### src/rtl/satisfaction_streak_monitor.sv
// Tracks consecutive satisfied/unsatisfied samples of the satisfaction detector
// and classifies the current mood (NEUTRAL / CONTENT / DESPAIR).
module satisfaction_streak_monitor #(
  parameter int CONTENT_LEN = 4,
  parameter int DESPAIR_LEN = 3,
  parameter int CNT_W       = 8
) (
  input  logic             Clock,
  input  logic             Reset,
  input  logic             Sample_Valid,
  input  logic             Has_Satisfaction,
  input  logic             Clear,
  output logic             Is_Content,
  output logic             Is_Despairing,
  output logic [CNT_W-1:0] Streak_Count,
  output logic [CNT_W-1:0] Best_Streak,
  output logic             Mood_Changed
);

  typedef enum logic [1:0] {
    NEUTRAL = 2'd0,
    CONTENT = 2'd1,
    DESPAIR = 2'd2
  } mood_t;

  localparam logic [CNT_W-1:0] CONTENT_THR = CNT_W'(CONTENT_LEN);
  localparam logic [CNT_W-1:0] DESPAIR_THR = CNT_W'(DESPAIR_LEN);

  mood_t            state_p0, state_nxt;
  logic [CNT_W-1:0] streak_p0, streak_nxt;
  logic [CNT_W-1:0] miss_p0, miss_nxt;
  logic [CNT_W-1:0] best_p0, best_nxt;
  logic             chg_p0, chg_nxt;

  function automatic logic [CNT_W-1:0] sat_inc(input logic [CNT_W-1:0] v);
    if (&v) return v;
    return v + 1'b1;
  endfunction

  // Counter update and next-mood decision from the post-update counts
  always_comb begin
    streak_nxt = streak_p0;
    miss_nxt   = miss_p0;
    best_nxt   = best_p0;
    state_nxt  = state_p0;
    if (Clear) begin
      streak_nxt = '0;
      miss_nxt   = '0;
      state_nxt  = NEUTRAL;
    end else if (Sample_Valid) begin
      if (Has_Satisfaction) begin
        streak_nxt = sat_inc(streak_p0);
        miss_nxt   = '0;
      end else begin
        streak_nxt = '0;
        miss_nxt   = sat_inc(miss_p0);
      end
      if (streak_nxt >= CONTENT_THR)    state_nxt = CONTENT;
      else if (miss_nxt >= DESPAIR_THR) state_nxt = DESPAIR;
      else                              state_nxt = NEUTRAL;
      if (streak_nxt > best_p0) best_nxt = streak_nxt;
    end
    chg_nxt = (state_nxt != state_p0);
  end

  always_ff @(posedge Clock or posedge Reset) begin
    if (Reset) begin
      state_p0  <= NEUTRAL;
      streak_p0 <= '0;
      miss_p0   <= '0;
      best_p0   <= '0;
      chg_p0    <= 1'b0;
    end else begin
      state_p0  <= state_nxt;
      streak_p0 <= streak_nxt;
      miss_p0   <= miss_nxt;
      best_p0   <= best_nxt;
      chg_p0    <= chg_nxt;
    end
  end

  assign Is_Content    = (state_p0 == CONTENT);
  assign Is_Despairing = (state_p0 == DESPAIR);
  assign Streak_Count  = streak_p0;
  assign Best_Streak   = best_p0;
  assign Mood_Changed  = chg_p0;

endmodule

### config.mk
export PLATFORM = sky130hd
export DESIGN_NAME = satisfaction_streak_monitor
export DESIGN_NICKNAME = d
export VERILOG_FILES = /design/src/rtl/satisfaction_streak_monitor.sv
export SDC_FILE = /design/constraint.sdc
export NUM_CORES = 1
export LEC_CHECK = 0
export CAP_MARGIN = 20
export CORE_MARGIN = 4
export CORE_UTILIZATION = 55
export CTS_BUF_LIST = sky130_fd_sc_hd__clkbuf_8 sky130_fd_sc_hd__clkbuf_16
export DETAILED_ROUTE_END_ITERATION = 8
export PLACE_DENSITY = 0.8
export SYNTH_ARGS = -nofsm -noshare
export SYNTH_HDL_FRONTEND = slang
export SYNTH_SLANG_ARGS = --single-unit
### constraint.sdc
create_clock -name Clock -period 3.1 [get_ports Clock]
set_input_delay 0.31 -clock Clock [delete_from_list [all_inputs] [get_ports Clock]]
set_output_delay 0.31 -clock Clock [all_outputs]
set_load 0.02 [all_outputs]
### Word level (Yosys, flattened, before mapping)

Index checks and enable logic that the tools add are counted.
Widths: inputs -> output; s select.

| word-level totals | value |
|---|---|
| ROM bits | 0 |
| word-level logic and storage cells | 44 |
| memories | 0 |
| flip-flop bits (word level) | 27 |
| bits in latches | 0 |
| bits of input ports | 5 |
| memory bits (writable) | 0 |
| output and inout port bits | 19 |

| operators by class | value |
|---|---|
| bitwise gates (word level) | 1 |
| div/mod/pow operators | 0 |
| eq/ne operators | 3 |
| magnitude comparators | 3 |
| reductions and logical operators | 4 |
| add/subtract/negate cells | 2 |
| $mul | 0 |
| multiplexer cells | 26 |
| shift operators | 0 |

Operators by type and width:

| cell | count |
|---|---|
| $mux 8 | 14 |
| $add 8x1->8 const B | 2 |
| $reduce_and 8->1 | 2 |
| $ge 8x2->1 const B | 1 |
| $ge 8x3->1 const B | 1 |
| $gt 8x8->1 | 1 |
| $mux 1 | 8 |
| $mux 2 | 4 |
| $reduce_and 3->1 | 1 |
| $eq 2x1->1 const B | 1 |
| $eq 2x2->1 const B | 1 |
| $ne 2x2->1 | 1 |
| $reduce_bool 2->1 | 1 |
| $not 1->1 | 1 |

### Longest topological paths before layout

Gate-level depths: netlist (run 1).

| logic depth | value |
|---|---|
| word-level depth | 15 |
| gate-level depth with buffers | 13 |

### Worst setup path after synthesis (run 1)

No wires, ideal clock.

| timing | value |
|---|---|
| path type | reg-to-reg |
| start | reg streak_p0[0] (netlist: Streak_Count[0]) |
| end | reg best_p0[0] (netlist: Best_Streak[0]) |
| cell stages (with the launch flop) | 13 |
| path buffers | 0 |
| data arrival time | 2.847 ns |
| setup time | 0.125 ns |
| data required time | 2.975 ns |
| setup slack | 0.128 ns |
| cells stage by stage | dfrtp_1 > ha_1 > nand4_1 > nor2_1 > mux2i_1 > nor2_1 > ha_1 > nor2b_1 > o211ai_1 > a31oi_1 > o21ai_0 > a21oi_2 > mux2_2 |

| on the way | value |
|---|---|
| longest elaborated chain between the ends | 11 |

Ends and longest elaborated chain:

| element | line | source |
|---|---|---|
| start, declared | 30 | `logic [CNT_W-1:0] streak_p0, streak_nxt;` |
| start signal, assigned | 75 | `streak_p0 <= streak_nxt;` |
| $reduce_and 8->1 | 36 | `if (&v) return v;` |
| $mux 1 | 36 |  |
| $mux 1 | 51 | `if (Has_Satisfaction) begin` |
| $mux 1 | 50 | `end else if (Sample_Valid) begin` |
| $mux 1 | 46 | `if (Clear) begin` |
| $mux 8 (*) | 37 | `return v + 1'b1;` |
| $mux 8 (*) | 51 |  |
| $mux 8 (*) | 50 |  |
| $mux 8 (*) | 46 |  |
| $gt 8x8->1 | 61 | `if (streak_nxt > best_p0) best_nxt = streak_nxt;` |
| $reduce_and 3->1 (no line) | n/a |  |
| end signal, assigned | 77 | `best_p0 <= best_nxt;` |
| end, declared | 32 | `logic [CNT_W-1:0] best_p0, best_nxt;` |

Every way passes the cells marked *; elsewhere a longest branch is shown, timed or not. The select of a mux whose other input is x is not followed.
A chain may end at the register's enable or synchronous reset.

### Worst setup path after layout (run 1)

| timing | value |
|---|---|
| start | reg streak_p0[0] (netlist: Streak_Count[0]) |
| end | reg best_p0[6] (netlist: Best_Streak[6]) |

Same word-level chain as after synthesis.

==> results by group, run 1 <==
Timing
  • Final Hold Vio Count: 0
  • Setup violations, final: 0
  • Unrepaired setup endpoints after global routing: no
  • Final WS setup: around 180 ps
  • Tcrit/Tclk final: a little over nine tenths
  • Setup TNS: 0 ps
  • Slew margin rel.: roughly three fifths
  • Slew Limit Fails: 0
  • Worst Max-Slew Pin Slew: around 610 ps
  • Tmin final: approximately 3000 ps
  • Maximum clock rate: 0.343 GHz
  • Hold Slack: between 300 and 400 ps
  • Clock Skews: around 1.9 ps

Cells and area
  • Most common cell after layout, fill and taps aside: dfrtp_1
  • Core Util, Final: a little under three quarters
  • Antenna diodes: 0
  • Layout cells sized above 1: ~16%
  • P&R area growth vs syn: 21.7%
  • Fin area: ~0.0022 mm2
  • Final net count: approximately 250
  • Most frequent cells in the layout: dfrtp_1 (27), clkdlybuf4s50_1 (23), nor2_1 (17)
  • Final Non-Filler Cells: about 280
  • Fillcell total: 250

Route
  • Iteration count of the initial detailed-routing pass: 6
  • DRC Markers: 0
  • Via count: about 1700
  • Vias per Instance: 6.08
  • Post-DRT Antenna Nets: 0
  • Initial DRC count: around 150
  • DR WL/cell: between 15 and 20 um
  • Routed WL: approximately 4500 um

Critical path
  • CP Class: reg -> reg
  • Required time of the critical path: 3260 ps
  • CP max-delay cell: dfrtp_1
  • Critical path's top delay family: compound AO/OA/AOI/OAI gates
  • CP peak stage delay: roughly 370 ps
  • Worst setup EP type: register
  • Crit path buffers/inverters: 1
  • Max FO, Critical Path: 6
  • Critical path arrival: 3080 ps
  • Startpoint types: register
  • Cell breakdown of the critical path: ha_2 -> nand4_1 -> nor2_2 -> mux2i_1 -> nor2_1 -> ha_1 -> nor2b_1 -> o211ai_1 -> a21oi_1 -> o21ai_0 -> a21oi_2 -> buf_4 -> mux2_2

Floorplanning
  • Initial Util: between 50% and 60%
  • Core area: ~0.0031 mm2
  • Io pins: 24
  • Die area: approximately 0.0043 mm2
  • DIE WIDTH: roughly 66 um
  • FP Rows: 20
  • Die height: around 66 um

Clock tree
  • Clock Latency Late Sink: 270 ps
  • Sink Count: 27
  • H-Tree Depth: 1
  • CTS buffer count: 3
  • Clock Path Buffers: 2
  • CTS tree: yes
  • Root Buffer: clkbuf_8
  • Reg clk slew, reported paths: about 100 ps

Global routing
  • Largest net degree at the start of global routing: 28
  • First-pass GRT wire length: just under 8000 um
  • Initial antenna violation count: 0
  • GRT Residual Overflow: 0
  • Vias in the first global route: 1671
  • Gr usage total: between 20 and 25%

Synth
  • Post-synth top area share: 36.8%
  • Async set-reset flop share out of synthesis: 100%
  • Synth Cell Area: approximately 0.0018 mm2
  • Post-synth EDFFs: 0
  • Sequential element share of the synthesized area: a little under two fifths
  • Top cells by area, synth: dfrtp_1 (37%), ha_1 (6.1%), a21oi_1 (4.4%)
  • Number of synthesized register bits: 27
  • Synthesized Nets: ~210
  • Synth Flop Type: dfrtp_1
  • Area leader, netlist: dfrtp_1
  • Mean Syn Cell Area: ~9 um2
  • Post-synthesis cell count: 200
  • YS warnings: 0
  • Netlist cell types: 50

Job
  • Total of max-cap violations: 0

Power
  • Worst vdd rail ir drop: between 0.0003 and 0.0004 V
  • Clock power frac: between 20% and 30%
  • Switch share: between 20 and 30%
  • Flop pwr share: a little under 50%
  • Switch Pwr: about 0.22 mW
  • Leak Pwr: approximately 0.97 nW
  • Combinational share of power: about 24%
  • Power consumption: roughly 0.77 mW
  • PwrDens: ~340 mW/mm2
  • Internal power: ~0.55 mW

Placed design
  • Placed Instance Area: 0.00215 mm2
  • DP Wirelength: 3240 um
  • Final GP Congestion: just over 0.9
  • Port-buffer cells: 23
  • Placed Instances: roughly 270
  • Post-Place Setup Slack: roughly 1.1 ps

Hold path
  • Tightest Hold Check Type: in -> async

Outcome
  • Outcome: complete, no violations
## kinds of logic after synthesis
group / after synthesis / share of synthesized area (%)
simple gates: 67 / 19.8
xor+xnor: 3 / 1.43
fa+ha+maj: 9 / 6.14
flops: 27 / 36.8
buf+inv: 23 / 5.52
mux: 14 / 8.11
compound gates: 57 / 22.2
## repair_timing
item | 4_1_cts | 5_1_grt
hold buffers | 0 | 0
gates cloned | 0 | 0
setup endpoints to repair | 7 | 7
pin swaps | 1 | 0
hold endpoints to repair | 0 | 0
setup buffers | 2 | 0
resized for setup | 0 | 2
## sequential cells by signal, indices dropped and copies added (netlist names)
name and cells:
Best_Streak 8, Mood_Changed 1, Streak_Count 8, miss_p0 8, state_p0 2
## final timing paths
kind / slack [ps] / cells after the start / endpoint / start
worst min register to register: 550 / 1 / Best_Streak[2]$_DFFE_PP0P_ / Best_Streak[2]$_DFFE_PP0P_
worst min-delay path: 400 / 2 / state_p0[0]$_DFF_PP0_ / Reset
min in group Clock: 550 / 1 / Best_Streak[2]$_DFFE_PP0P_ / Best_Streak[2]$_DFFE_PP0P_
max in group asynchronous: 2200 / 3 / miss_p0[5]$_DFFE_PP0P_ / Reset
worst max-delay path: 180 / 13 / Best_Streak[6]$_DFFE_PP0P_ / Streak_Count[0]$_DFFE_PP0P_
worst max register to register: 180 / 13 / Best_Streak[6]$_DFFE_PP0P_ / Streak_Count[0]$_DFFE_PP0P_
## cell usage after synthesis (6+ instances only)
cell type	n
mux2i_1	7
nand2_1	9
nor2b_1	6
clkbuf_1	7
o21ai_0	7
a211oi_1	6
mux2_2	7
ha_1	9
dfrtp_1	27
nor2_1	18
inv_1	11
a21oi_1	16
nand3_1	9
## power groups by stage
stage	Clock (mW)	Combinational, mW	Sequential, mW
2_1_floorplan	0	0.0959	0.402
3_3_place_gp	0	0.170	0.386
3_5_place_dp	0	0.177	0.386
4_1_cts	0.205	0.184	0.379
5_1_grt	0.224	0.204	0.383
6_report	0.202	0.187	0.380
## worst register-to-register path, stage by stage, from the launching register on
cell and delay, ps:
dfrtp_1 370, ha_2 230, nand4_1 150, nor2_2 180
mux2i_1 270, nor2_1 80, ha_1 290, nor2b_1 140
o211ai_1 240, a21oi_1 110, o21ai_0 220, a21oi_2 90
buf_4 160, mux2_2 270
## cell type report
type	instances	area (um2)	share of cell area, %
Multi-Input combinational cell	150	1060	47.6
Timing Repair Buffer	38	350	15.7
Clock inverter	1	3.75	0.168
Tap cell	44	55.1	2.46
Inverter	12	45.0	2.02
Sequential cell	27	676	30.2
Clock buffer	3	41.3	1.85
## per-layer routing
layer	routed length (um)	part of all wire (%)	up-vias	track usage (%)
li1	-	-	810	-
met2	2240	50	61	39.2
met3	256	5.8	0	3.23
met4	0	0	0	2.85
met1	1960	44	802	30.1
met5	0	0	-	0
Power figures use the tool's default switching activity.
==> inputs of run 2 (changes only) <==
--- a/config.mk
+++ b/config.mk
@@ -5,12 +5,14 @@
 export SDC_FILE = /design/constraint.sdc
 export NUM_CORES = 1
 export LEC_CHECK = 0
-export CAP_MARGIN = 20
+export CAP_MARGIN = 30
 export CORE_MARGIN = 4
 export CORE_UTILIZATION = 55
 export CTS_BUF_LIST = sky130_fd_sc_hd__clkbuf_8 sky130_fd_sc_hd__clkbuf_16
 export DETAILED_ROUTE_END_ITERATION = 8
+export HOLD_SLACK_MARGIN = 0.08
 export PLACE_DENSITY = 0.8
+export REMOVE_ABC_BUFFERS = 1
 export SYNTH_ARGS = -nofsm -noshare
 export SYNTH_HDL_FRONTEND = slang
 export SYNTH_SLANG_ARGS = --single-unit
==> run 2 against run 1 <==
Effect of this change: die area unchanged; non-clock buffer count shrank 1; clock-buffer cell count unchanged; worst setup slack lost 5.5 ps; wire length up 0.52%; via count is 0.24% lower; sequential cell count did not move; largest power group unchanged.
==> results by group, run 2 (same netlist as run 1, synthesis figures left out) <==
Cells and area
  • Area of the multi-input gates: roughly 0.0011 mm2
  • Final Non-Filler Cells: roughly 270
  • P&R area growth vs syn: 21.9%
  • Fillcell total: around 250
  • Most common cell after layout, fill and taps aside: dfrtp_1
  • Most frequent cells in the layout: dfrtp_1 (27), clkdlybuf4s50_1 (23), nor2_1 (17)
  • Layout cells sized above 1: between 10% and 20%
  • FF/Latch Area: slightly below 700 um2
  • Antenna diodes: 0
  • Fin area: about 0.0022 mm2
  • Final net count: 245

Critical path
  • Reg2reg start: Streak_Count[1]$_DFFE_PP0P_
  • Max FO, Critical Path: 7
  • Worst reg2reg endpoint: Best_Streak[7]$_DFFE_PP0P_
  • CP Class: reg -> reg
  • Startpoint types: register
  • Required time of the critical path: roughly 3300 ps
  • Critical path arrival: around 3100 ps
  • Reg2Reg Setup Slack: around 180 ps
  • Worst setup EP type: register
  • Reg2reg path depth: 13

Timing
  • Tmin final: approximately 3000 ps
  • Slew margin rel.: 78.2%
  • Slew Limit Fails: 0
  • Worst Max-Slew Pin Slew: between 300 and 400 ps
  • Tcrit/Tclk final: approximately 94%
  • Final Hold Vio Count: 0
  • Maximum clock rate: approximately 0.34 GHz
  • Setup TNS: 0 ps
  • Unrepaired setup endpoints after global routing: no
  • Setup violations, final: 0
  • Clock Skews: between 7 and 8 ps

Global routing
  • First-pass GRT wire length: ~7400 um
  • Largest net degree at the start of global routing: 23
  • Initial antenna violation count: 0
  • Met1 Usage GRT: a little over a quarter
  • Vias in the first global route: approximately 1600
  • M3 GR Usage: under 10%
  • Gr usage total: about 22%
  • GRT Residual Overflow: 0
  • M2 GR Usage: between 30% and 40%
  • Busiest grt layer: met2

Power
  • Worst vdd rail ir drop: about 0.00024 V
  • PwrDens: between 300 and 400 mW/mm2
  • Leak Pwr: about 0.97 nW

Placed design
  • Placed Instance Area: ~0.0022 mm2
  • DP Wirelength: roughly 3300 um
  • Final GP Congestion: 0.821
  • Placed Instances: between 200 and 300
  • Port-buffer cells: 23

Route
  • Routed WL: around 4500 um
  • Post-DRT Antenna Nets: 0
  • Initial DRC count: 122
  • Vias per Instance: ~6.1
  • Iteration count of the initial detailed-routing pass: 4
  • DRC Markers: 0
  • DR WL/cell: around 16 um
  • Via count: approximately 1700

Clock tree
  • Reg clk slew, reported paths: approximately 100 ps
  • Sink Count: 27
  • Clock Path Buffers: 2
  • Clock Latency Late Sink: ~280 ps
  • # hold bufs at CTS: 0
  • CTS tree: yes
  • Root Buffer: clkbuf_8
  • H-Tree Depth: 1
  • CTS buffer count: 3

Floorplanning
  • DIE WIDTH: between 60 and 70 um
  • FP Rows: 20
  • Io pins: 24
  • Core area: about 0.0031 mm2
  • Die height: approximately 66 um
  • Initial Util: 58.7%
  • Die area: 0.00433 mm2

Outcome
  • Outcome: complete, no violations

Hold path
  • Tightest Hold Check Type: in -> async

Job
  • Total of max-cap violations: 0
run 2: cell types whose count changed in the layout (fill, tap and decap cells not counted):
cell / delta
buf_16: +1
buf_4: -1
buf_8: -1
clkinv_2: +1
ha_1: +1
ha_2: -1
inv_1: -1
o21ai_0: -1
o21ai_1: +1
run 2: cell type report:
class	count	area share, %
multi-input cells	150	47.4
well taps	44	2.46
clock inverters	1	0.224
inverters	12	2.01
clock buffers	3	1.84
flip-flops and latches	27	30.2
repair buffers	37	15.9
run 2: routing by layer:
layer / vias to the layer above / part of all wire (%)
met3: 7 / 3.8
met1: 809 / 43
li1: 809 / -
met4: 0 / 1.6
met5: - / 0
met2: 44 / 51
run 2: worst max path at each step:
stage	from	endpoint	slack (ps)	cells past startpoint
2_1_floorplan	Streak_Count[0]$_DFFE_PP0P_	Best_Streak[0]$_DFFE_PP0P_	110	12
3_3_place_gp	Streak_Count[0]$_DFFE_PP0P_	Best_Streak[6]$_DFFE_PP0P_	230	12
3_5_place_dp	Streak_Count[1]$_DFFE_PP0P_	Best_Streak[3]$_DFFE_PP0P_	-6	12
4_1_cts	Streak_Count[1]$_DFFE_PP0P_	Best_Streak[7]$_DFFE_PP0P_	110	13
5_1_grt	Streak_Count[1]$_DFFE_PP0P_	Best_Streak[2]$_DFFE_PP0P_	2	13
6_report	Streak_Count[1]$_DFFE_PP0P_	Best_Streak[7]$_DFFE_PP0P_	180	13
run 2: report_power, final:
part | total [mW] | switching, mW | internal [mW]
sequential | 0.381 | 0.0138 | 0.367
clock | 0.204 | 0.114 | 0.0904
combinational | 0.185 | 0.0950 | 0.0903
run 2: metrics by stage:
stage	util, %	setup slack [ps]	total power [mW]	hold slack, ps
2_1_floorplan	-	110	0.490	363
3_3_place_gp	68.9	231	0.556	518
3_5_place_dp	69.8	-5.56	0.568	526
4_1_cts	71.5	108	0.776	288
5_1_grt	71.6	2.10	0.811	302
6_report	71.6	179	0.770	276
run 2: what timing repair did:
| item | CTS | global route |
|---|---|---|
| endpoints found under the setup margin | 7 | 7 |
| gates cloned | 0 | 0 |
| gates resized for setup | 0 | 2 |
| setup buffers | 1 | 0 |
| pin swaps | 1 | 0 |
run 2: critical path, stage by stage (launching register included):
cell	delay (ps)
dfrtp_1	380
ha_1	250
nand4_1	170
nor2_2	200
mux2i_1	250
nor2_1	80
ha_1	290
nor2b_1	120
o211ai_1	110
a31oi_1	200
o21ai_1	100
a21oi_2	130
buf_4	170
mux2_2	340
==> inputs of run 3 (changes only) <==
--- a/config.mk
+++ b/config.mk
@@ -8,7 +8,6 @@
 export CAP_MARGIN = 30
 export CORE_MARGIN = 4
 export CORE_UTILIZATION = 55
-export CTS_BUF_LIST = sky130_fd_sc_hd__clkbuf_8 sky130_fd_sc_hd__clkbuf_16
 export DETAILED_ROUTE_END_ITERATION = 8
 export HOLD_SLACK_MARGIN = 0.08
 export PLACE_DENSITY = 0.8
==> run 3 against run 2 <==
Effect of this change: final area is 0.50% lower; worst hold slack worse by 76 ps; sequential share of layout area is 0.15 points higher; worst setup slack worse by 49 ps; non-clock buffer count is 1 higher; clock skew is 2.1 ps lower; clock-buffer cell count stayed put; maximum frequency is 1.7% lower; sequential cell count stayed put; die area stayed put; critical path type unchanged; highest routed layer unchanged.
==> results by group, run 3 (same netlist as run 1, synthesis figures left out) <==
Global routing
  • Initial antenna violation count: 0
  • GRT Residual Overflow: 0
  • Largest net degree at the start of global routing: 23
  • Gr usage total: between 20% and 30%
  • First-pass GRT wire length: 7310 um
  • Vias in the first global route: ~1600

Timing
  • Final Hold Vio Count: 0
  • Slew Limit Fails: 0
  • Hold Slack: ~200 ps
  • Unrepaired setup endpoints after global routing: no
  • Clock Skews: 5.92 ps
  • Slew margin rel.: between 70% and 80%
  • Tcrit/Tclk final: a little over nine tenths
  • Worst Max-Slew Pin Slew: between 300 and 400 ps
  • Setup violations, final: 0
  • Tmin final: around 3000 ps
  • Maximum clock rate: around 0.34 GHz

Power
  • PwrDens: between 300 and 400 mW/mm2
  • Leak Pwr: slightly below 1 nW
  • Power consumption: slightly above 0.7 mW
  • Worst vdd rail ir drop: between 0.0002 and 0.0003 V

Critical path
  • CP Launch Point: Streak_Count[1]$_DFFE_PP0P_
  • Critical path arrival: 3210 ps
  • Max FO, Critical Path: 7
  • Reg2reg start: Streak_Count[1]$_DFFE_PP0P_
  • Worst setup EP type: register
  • CP Class: reg -> reg
  • Reg2Reg Setup Slack: approximately 130 ps
  • Startpoint types: register
  • Required time of the critical path: between 3000 and 4000 ps

Cells and area
  • P&R area growth vs syn: 21.3%
  • Layout cells sized above 1: between 10% and 20%
  • Most common cell after layout, fill and taps aside: dfrtp_1
  • Final net count: between 200 and 250
  • Antenna diodes: 0
  • Most frequent cells in the layout: dfrtp_1 (27), clkdlybuf4s50_1 (23), nor2_1 (17)

Clock tree
  • CTS buffer count: 3
  • # hold bufs at CTS: 0
  • Reg clk slew, reported paths: approximately 150 ps
  • CTS tree: yes
  • Clock Latency Late Sink: 340 ps
  • H-Tree Depth: 1
  • Root Buffer: clkbuf_4
  • Clock Path Buffers: 2
  • Sink Count: 27

Floorplanning
  • Die height: roughly 66 um
  • Core area: roughly 0.0031 mm2
  • Die area: 0.00433 mm2
  • Initial Util: between 50% and 60%
  • DIE WIDTH: 65.8 um
  • FP Rows: 20
  • Io pins: 24

Route
  • Routed WL: 4520 um
  • DRC Markers: 0
  • Vias per Instance: roughly 6.2
  • DR WL/cell: 16.4 um
  • Post-DRT Antenna Nets: 0
  • Initial DRC count: between 100 and 150
  • Via count: about 1700
  • Iteration count of the initial detailed-routing pass: 4

Job
  • Total of max-cap violations: 0

Placed design
  • DP Wirelength: ~3300 um
  • Final GP Congestion: 0.821
  • Port-buffer cells: 23

Hold path
  • Tightest Hold Check Type: in -> async

Outcome
  • Outcome: complete, no violations
[run 3: final cells by class]
type                    count  area (um2)
inverters                  12        45.0
clock buffers               3        22.5
well taps                  44        55.1
flip-flops and latches     27         676
multi-input cells         150        1060
clock inverters             1        5.00
fillers                   244         901
repair buffers             38         363
[run 3: worst paths after layout]
| check | end | cells after the start |
|---|---|---|
| setup / recovery | Best_Streak[7]$_DFFE_PP0P_ | 13 |
| hold / removal | miss_p0[2]$_DFFE_PP0P_ | 2 |
| setup reg to reg | Best_Streak[7]$_DFFE_PP0P_ | 13 |
| hold reg to reg | Best_Streak[5]$_DFFE_PP0P_ | 1 |
| max in group asynchronous | Best_Streak[2]$_DFFE_PP0P_ | 3 |
| min in group Clock | Best_Streak[5]$_DFFE_PP0P_ | 1 |
[run 3: through the flow]
stage	setup WS, ps	instance area, um2	util (%)	setup TNS, ps	std cells
5_1_grt	6.70	2230	71.2	0	275
3_3_place_gp	231	2150	68.9	0	268
6_report	129	2230	71.2	0	275
2_1_floorplan	110	1780	-	0	189
4_1_cts	76.9	2220	70.9	0	274
3_5_place_dp	-5.56	2180	69.8	-10.6	269
[run 3: timing repair]
action,CTS,global route
setup buffers,1,1
setup endpoints to repair,7,7
pin swaps,1,1
gates resized for setup,0,2
[run 3: where the power goes]
group | total [mW] | switching (mW) | leakage (nW) | internal, mW
Combinational | 0.185 | 0.0952 | 0.579 | 0.0903
Sequential | 0.381 | 0.0136 | 0.372 | 0.367
Clock | 0.161 | 0.113 | 0.0177 | 0.0487
Total | 0.728 | 0.222 | 0.969 | 0.506
[run 3: worst max-delay path, stage by stage, from the launching register on]
cell and delay (ps):
dfrtp_1 400, ha_1 250, nand4_1 190, nor2_2 230
mux2i_1 250, nor2_1 80, ha_1 290, nor2b_1 120
o211ai_1 110, a31oi_1 200, o21ai_1 100, a21oi_2 130
buf_4 170, mux2_2 340
[run 3: metal layers]
layer	GRT usage, %	up-vias	wire length (um)
li1	-	803	-
met1	25.8	834	1940
met2	39.4	48	2320
met3	2.21	11	152
met4	8.81	0	111
met5	0	-	0
